<file path="src/rtl/spi_flash_loader.sv">
// Streams a block of bytes out of an SPI flash via the spi register port and emits big-endian 16-bit words.
// Define SPI_FLASH_FAST_READ_EN to use FAST READ (8'h0B) with one dummy byte after the address.
module spi_flash_loader #(
  parameter logic [7:0] REG_ADDR   = 8'h00,
  parameter logic [7:0] CTRL_SEL   = 8'h12,
  parameter logic [7:0] CTRL_DESEL = 8'h00
) (
  input  logic        clk,
  input  logic        reset_n,
  input  logic        start,
  input  logic [23:0] start_addr,
  input  logic [15:0] length,
  output logic        busy,
  output logic        done,
  output logic [15:0] word_data,
  output logic        word_valid,
  input  logic        word_ready,
  output logic [15:0] spi_data_write,
  input  logic [15:0] spi_data_read,
  output logic [7:0]  spi_addr,
  output logic        spi_uds,
  output logic        spi_lds,
  output logic        spi_rw,
  input  logic        spi_ack,
  input  logic        spi_active
);

`ifdef SPI_FLASH_FAST_READ_EN
  localparam logic [7:0]  READ_CMD  = 8'h0B;
  localparam int unsigned HDR_BYTES = 5;
`else
  localparam logic [7:0]  READ_CMD  = 8'h03;
  localparam int unsigned HDR_BYTES = 4;
`endif
  localparam int unsigned HDR_W = 3;

  typedef enum logic [3:0] {
    IDLE, SEL, TX, WAIT_ACT, WAIT_IDLE, RD, OUT, DESEL, FIN
  } state_t;

  state_t             state_q, state_d;
  logic [23:0]        addr_q, addr_d;
  logic [15:0]        len_q, len_d;
  logic [15:0]        byte_idx_q, byte_idx_d;
  logic [HDR_W-1:0]   hdr_idx_q, hdr_idx_d;
  logic               data_phase_q, data_phase_d;
  logic [7:0]         tx_byte;
  logic [7:0]         rx_byte;
  logic               busy_d, done_d, word_valid_d, uds_d, lds_d, rw_d;
  logic [15:0]        word_data_d, data_write_d;
  logic               unused_rx_hi;

  assign spi_addr     = REG_ADDR;
  assign rx_byte      = spi_data_read[7:0];
  assign unused_rx_hi = ^spi_data_read[15:8];

  // Header bytes come from hdr_idx; once the header is sent, every TX is a dummy clock-out byte.
  always_comb begin
    case (hdr_idx_q)
      3'd0:    tx_byte = READ_CMD;
      3'd1:    tx_byte = addr_q[23:16];
      3'd2:    tx_byte = addr_q[15:8];
      3'd3:    tx_byte = addr_q[7:0];
      default: tx_byte = 8'hFF;
    endcase
  end

  always_comb begin
    state_d      = state_q;
    addr_d       = addr_q;
    len_d        = len_q;
    byte_idx_d   = byte_idx_q;
    hdr_idx_d    = hdr_idx_q;
    data_phase_d = data_phase_q;
    word_data_d  = word_data;

    case (state_q)
      IDLE: begin
        if (start) begin
          addr_d       = start_addr;
          len_d        = length;
          byte_idx_d   = 16'd0;
          hdr_idx_d    = '0;
          data_phase_d = 1'b0;
          state_d      = (length == 16'd0) ? FIN : SEL;
        end
      end
      SEL: state_d = TX;
      TX: begin
        data_phase_d = (hdr_idx_q == HDR_W'(HDR_BYTES));
        if (hdr_idx_q != HDR_W'(HDR_BYTES)) hdr_idx_d = hdr_idx_q + 3'd1;
        state_d = WAIT_ACT;
      end
      WAIT_ACT:  if (spi_active) state_d = WAIT_IDLE;
      WAIT_IDLE: if (!spi_active) state_d = data_phase_q ? RD : TX;
      RD: begin
        if (spi_ack) begin
          byte_idx_d = byte_idx_q + 16'd1;
          if (!byte_idx_q[0]) begin
            if (byte_idx_q == len_q - 16'd1) begin
              word_data_d = {rx_byte, 8'h00};
              state_d     = OUT;
            end else begin
              word_data_d = {rx_byte, word_data[7:0]};
              state_d     = TX;
            end
          end else begin
            word_data_d = {word_data[15:8], rx_byte};
            state_d     = OUT;
          end
        end
      end
      // Next TX waits for acceptance so a stalled consumer also stalls the SPI clock.
      OUT:   if (word_ready) state_d = (byte_idx_q == len_q) ? DESEL : TX;
      DESEL: state_d = FIN;
      FIN:   state_d = IDLE;
      default: state_d = IDLE;
    endcase

    // Outputs are registered from the next state so strobes line up with the state they belong to.
    busy_d       = (state_d != IDLE) || (state_q == FIN);
    done_d       = (state_q == FIN);
    word_valid_d = (state_d == OUT);
    uds_d        = (state_d == TX);
    lds_d        = (state_d == SEL) || (state_d == RD) || (state_d == DESEL);
    rw_d         = (state_d == RD);
    case (state_d)
      SEL:     data_write_d = {8'h00, CTRL_SEL};
      TX:      data_write_d = {tx_byte, 8'h00};
      DESEL:   data_write_d = {8'h00, CTRL_DESEL};
      default: data_write_d = 16'h0000;
    endcase
  end

  always_ff @(posedge clk or negedge reset_n) begin
    if (!reset_n) begin
      state_q        <= IDLE;
      addr_q         <= 24'd0;
      len_q          <= 16'd0;
      byte_idx_q     <= 16'd0;
      hdr_idx_q      <= '0;
      data_phase_q   <= 1'b0;
      busy           <= 1'b0;
      done           <= 1'b0;
      word_data      <= 16'h0000;
      word_valid     <= 1'b0;
      spi_data_write <= 16'h0000;
      spi_uds        <= 1'b0;
      spi_lds        <= 1'b0;
      spi_rw         <= 1'b0;
    end else begin
      state_q        <= state_d;
      addr_q         <= addr_d;
      len_q          <= len_d;
      byte_idx_q     <= byte_idx_d;
      hdr_idx_q      <= hdr_idx_d;
      data_phase_q   <= data_phase_d;
      busy           <= busy_d;
      done           <= done_d;
      word_data      <= word_data_d;
      word_valid     <= word_valid_d;
      spi_data_write <= data_write_d;
      spi_uds        <= uds_d;
      spi_lds        <= lds_d;
      spi_rw         <= rw_d;
    end
  end

endmodule

</file>
<file path="config.mk">
export PLATFORM = sky130hd
export DESIGN_NAME = spi_flash_loader
export DESIGN_NICKNAME = d
export VERILOG_FILES = /design/src/rtl/spi_flash_loader.sv
export SDC_FILE = /design/constraint.sdc
export NUM_CORES = 1
export LEC_CHECK = 0
export CORE_MARGIN = 1
export CORE_UTILIZATION = 46
export CTS_BUF_LIST = sky130_fd_sc_hd__clkbuf_16
export DETAILED_ROUTE_END_ITERATION = 7
export PLACE_DENSITY_LB_ADDON = 0.12
export SLEW_MARGIN = 30
export SYNTH_ARGS = -nofsm -noshare
export SYNTH_HDL_FRONTEND = slang
export SYNTH_SLANG_ARGS = --single-unit
</file>
<file path="constraint.sdc">
create_clock -name clk -period 2.3 [get_ports clk]
set_clock_uncertainty 0.15 [all_clocks]
set_input_delay 0.46 -clock clk [delete_from_list [all_inputs] [get_ports clk]]
set_output_delay 0.46 -clock clk [all_outputs]
set_load 0.005 [all_outputs]
</file>
# Word level (Yosys, flattened, before mapping)
# Cells that the tools add are included.
# totals
regBits,102
output_inout_bits,46
# classes
add_sub_neg,3
eq_ne,23
mux,23
bitwise_logic,1
n_reduce_logical,16
# ops
cell,n
$pmux 16 s2,2
$eq 16x16->1,2
$mux 16,2
$pmux 4 s8,1
$pmux 8 s4,1
$eq 4x3->1 const B,7
$mux 4,7
$add 16x1->16 const B,1
$logic_not 16->1,1
$mux 8,2
$sub 16x1->16 const B,1
$mux 3,5
$eq 4x2->1 const B,3
$reduce_and 3->1,4
$eq 4x1->1 const B,2
$eq 3x2->1 const B,2
$ne 2x2->1 const B,3
$pmux 3 s2,1
$reduce_bool 2->1,3
$eq 4x4->1 const B,1
$logic_not 4->1,1
$reduce_and 2->1,2
$reduce_bool 4->1,1
$add 3x1->3 const B,1
8 further kinds,10

# Depth between registers and ports, before layout
# logic_depth
word_depth,9
mapped_depth,10

# Worst setup path after synthesis
# Ideal clock, no wire load.
# synth_path
kind,register to register
start,register len_q[0]
end,register spi_data_write[10]
setup_time_ns,0.133
t_arrival_ns,2.263
required_time_ns,2.017
slack_ns,-0.245
path_stages_with_launch,11
period_less_slack_ns,2.545
cell_sequence,dfrtp_1 inv_1 ha_1 clkbuf_1 nor3b_1 xor2_1 o2111a_1 nand4_1 a2111o_1 o211ai_2 nor2_1
# synth_via
elab_chain_cells,8
# synth_rtl
element,line,text
"start, declared",43,"logic [15:0] len_q, len_d;"
"start signal, assigned",154,len_q <= len_d;
$sub 16x1->16,100,if (byte_idx_q == len_q - 16'd1) begin
$eq 16x16->1,100,
$mux 3,100,
$mux 4,99,if (!byte_idx_q[0]) begin
$mux 4,97,if (spi_ack) begin
$pmux 4 s8 (*),77,case (state_q)
$eq 4x2->1 or $eq 4x1->1 (tied branches),127,case (state_d)
$pmux 16 s2 (*),127,
named net data_write_d[10],50,"logic [15:0] word_data_d, data_write_d;"
"end signal, assigned",162,spi_data_write <= data_write_d;
"end, declared",18,"output logic [15:0] spi_data_write,"
# Mark *: on every way through the listed nets, which the timed path passes. The rest lies on a longest branch.
# A chain may end at the register's enable or synchronous reset.

# Final worst setup path
# layout_path
start,register len_q[3]
end,register word_data[6]
# layout_via
elab_chain_cells,4
# layout_rtl
element,line,text
$sub 16x1->16,100,
$eq 16x16->1,100,
$reduce_bool 2->1 (no source line),-,
$reduce_and 3->1 (no source line),-,
"end signal, assigned",160,word_data <= word_data_d;
"end, declared",15,"output logic [15:0] word_data,"
# Every way passes these cells.

==> impl_metrics.tcl <==
set metrics [dict create \
    synth_edf_count 0 \
    period_minus_slack_ns 2.48 \
    grt_pass1_vias 4274 \
    worst_slack_ns -0.175 \
    hold_path_depth 4 \
    fmax_ghz 0.404 \
    via_count 4312 \
    detailed_place_hpwl_um 8990 \
    row_count 37 \
    routed_wl_um 12900 \
    hold_slack_ns 0.293 \
    placed_cells 806 \
    setup_viol 19 \
    fin_cells 828 \
    synthTopCellsByArea "dfrtp_1 49%, nand2_1 10%, xor2_1 4.5%" \
    violations "negative setup slack" \
    h-tree-depth 3 \
    ios 108 \
    drv_cap 0 \
    cts.path.max_buffers 2 \
    final_util_pct 67.6 \
    synthFlopType "dfrtp_1" \
    yosysSeqAreaShare_pct 49.0 \
    ir_worst_vdd_mv 0.653 \
    numCtsBuffers 9 \
    drive_gt1_share_pct 23.0 \
    start_util_pct 47.2 \
    total_power_w 0.00843 \
    synth_top_area_share_pct 49.0 \
    final_nets 756 \
    min_period_over_period_pct 108 \
    ys_async_sr_fraction_pct 100 \
    yosysUniqueCellTypes 56 \
    crit_fanout 8 \
    hold_path_class "in -> reg" \
    syn_inst 531 \
    leakagePower_nw 3.34 \
    critPathKind "reg -> reg" \
    end_kind "flip-flop" \
    finalHoldViolCount 0 \
    syn_area_per_cell_sq_um 9.14 \
    grt_max_degree 48 \
    crit_path_start_kind "flip-flop" \
    via_per_inst 5.21 \
    rsz0062_at_grt "yes" \
    clkSinkCount 95 \
    area_delta_synth_final_pct 43.1 \
    clk_pin_slew_ns 0.07 \
    reg2reg_depth 11 \
    antenna_found_initial 0 \
    drc 0 \
    synth-seq-cells 95 \
    yosysWarnings 0 \
    die_y_um 105 \
    yosys.area.top_type "dfrtp_1" \
    cp.required_ns 2.38 \
    cts_tree "yes" \
    first_pass_iters 5 \
    routedWlPerCell_um 15.5 \
    diodes 0 \
    cts-root-buf "clkbuf_16" \
    grt_usage_pct 24.1 \
    crit_arrival_ns 2.55 \
    place_ws_ns -0.761 \
    drtAntennaViolNets 0 \
    powerDensity_nw_per_um2 1210 \
    grt_pass1_wl_um 20700 \
    outcome "finished, violations left" \
    overflow 0 \
    insertion_delay_ns 0.35 \
    coreArea_sq_um 10300 \
    dr.first_iter.drc_count 152 \
    place.gp.congestion 0.928 \
    maxSlewViolCount 0 \
    die_width_um 105 \
    port_buffers 85 \
    dieArea_sq_um 11000 \
    synth.cell_area_sq_um 4850 \
]
==> final timing paths <==
kind	endpoint	slack (ns)	startpoint
worst max-delay path	word_data[6]	-0.18	len_q[3]
worst min-delay path	len_q[0]	0.29	length[0]
worst max register to register	word_data[6]	-0.18	len_q[3]
worst min register to register	addr_q[16]	0.33	addr_q[16]
max in group asynchronous	spi_lds	0.94	reset_n
min in group asynchronous	byte_idx_q[11]	0.43	reset_n
==> area by class of cell <==
class / count / area (sq um)
Fill cell: 841 / 3330
Multi-Input combinational cell: 393 / 2480
Sequential cell: 95 / 2380
Timing Repair Buffer: 175 / 1510
Clock buffer: 9 / 225
Tap cell: 136 / 170
Clock inverter: 7 / 126
Inverter: 13 / 48.8
==> routing by layer <==
metal  wire (um)  GRT usage [%]  vias up
met3         388           3.49       15
met5           0              0        -
met2        6850           43.5       93
li1            -              -     2067
met4         171           7.55        0
met1        5450           29.6     2137
==> where the power goes <==
| part | total (W) | internal (W) | switching, W |
|---|---|---|---|
| clock network | 0.00177 | 0.00108 | 0.000693 |
| registers | 0.00268 | 0.00227 | 0.000407 |
| logic | 0.00398 | 0.00202 | 0.00196 |
==> stage by stage <==
step,area [sq um],setup TNS (ns)
finish,6950,-2.58
global route,6950,-4.77
CTS,6890,-2.40
detailed placement,6410,-12.50
global placement,6410,-11.78
floorplan,4980,-0.0182
==> cells in the mapped netlist (all sizes together) (3+ instances only) <==
cell / number
nand2: 132
dfrtp: 95
nor2: 49
xor2: 25
buf: 22
clkbuf: 22
nor3: 17
xnor2: 16
inv: 13
o21ai: 12
nand3: 11
nor2b: 10
a222oi: 8
mux2: 8
a21oi: 7
ha: 7
nand4: 7
nor3b: 7
and2: 6
nor4: 6
and4: 5
a211oi: 3
and3: 3
nor4b: 3
or3: 3
==> placed cells by master (no fill, tap or decap), types with 3 or more instances in the layout <==
cell type and n:
ha_1 6, mux2_2 8, nor4_4 4, and3_1 3, inv_1 13, dlygate4sd2_1 4
and4_1 5, buf_4 86, a222oi_1 8, and2_1 6, conb_1 14, bufinv_16 3
nor2b_1 10, nor2_1 49, clkbuf_2 7, nor3b_1 5, clkdlybuf4s50_1 67, a211oi_1 3
xnor2_1 15, nand2_1 130, o21ai_0 10, dfrtp_1 94, clkbuf_16 9, a21oi_1 7
nand3_1 11, nor3_2 10, nand4_1 7, xor2_1 25, nor3_1 6
==> logic make-up (layout without fill, tap and decap cells) <==
family	count (synthesis)	after routing	share of synthesized area [%]
buffers and inverters	57	204	5.75
multiplexers	8	8	1.86
adder cells (fa/ha/maj)	7	7	1.80
other	1	14	0.0772
XOR/XNOR	41	41	7.40
flip-flops	95	95	49.0
AND/OR/NAND/NOR	269	269	26.0
AO/OA/AOI/OAI	53	54	8.12
==> worst max-delay path, stage by stage, from the launching register on <==
cell and delay [ns]:
dfrtp_2 0.43, nor4_4 0.27, buf_6 0.15, buf_12 0.10, buf_4 0.10, nand3_1 0.09
xor2_1 0.16, a221oi_2 0.30, o2bb2ai_4 0.18, nor3_4 0.20, buf_6 0.18, nor3_2 0.05
==> what timing repair did <==
action,CTS,global route
pin swaps,14,12
cloned,1,0
hold buffers,1,0
gates resized for setup,38,33
setup buffers,3,1
hold endpoints to repair,29,0
endpoints found under the setup margin,22,25
==> state kept, by name, indices dropped and copies added, names as in the netlist, 3 cells and up <==
signal and cells:
hdr_idx_q 3, word_data 16, len_q 16, spi_data_write 9, state_q 4, byte_idx_q 16
addr_q 24
No activity file was read; power rests on OpenSTA's default activity.
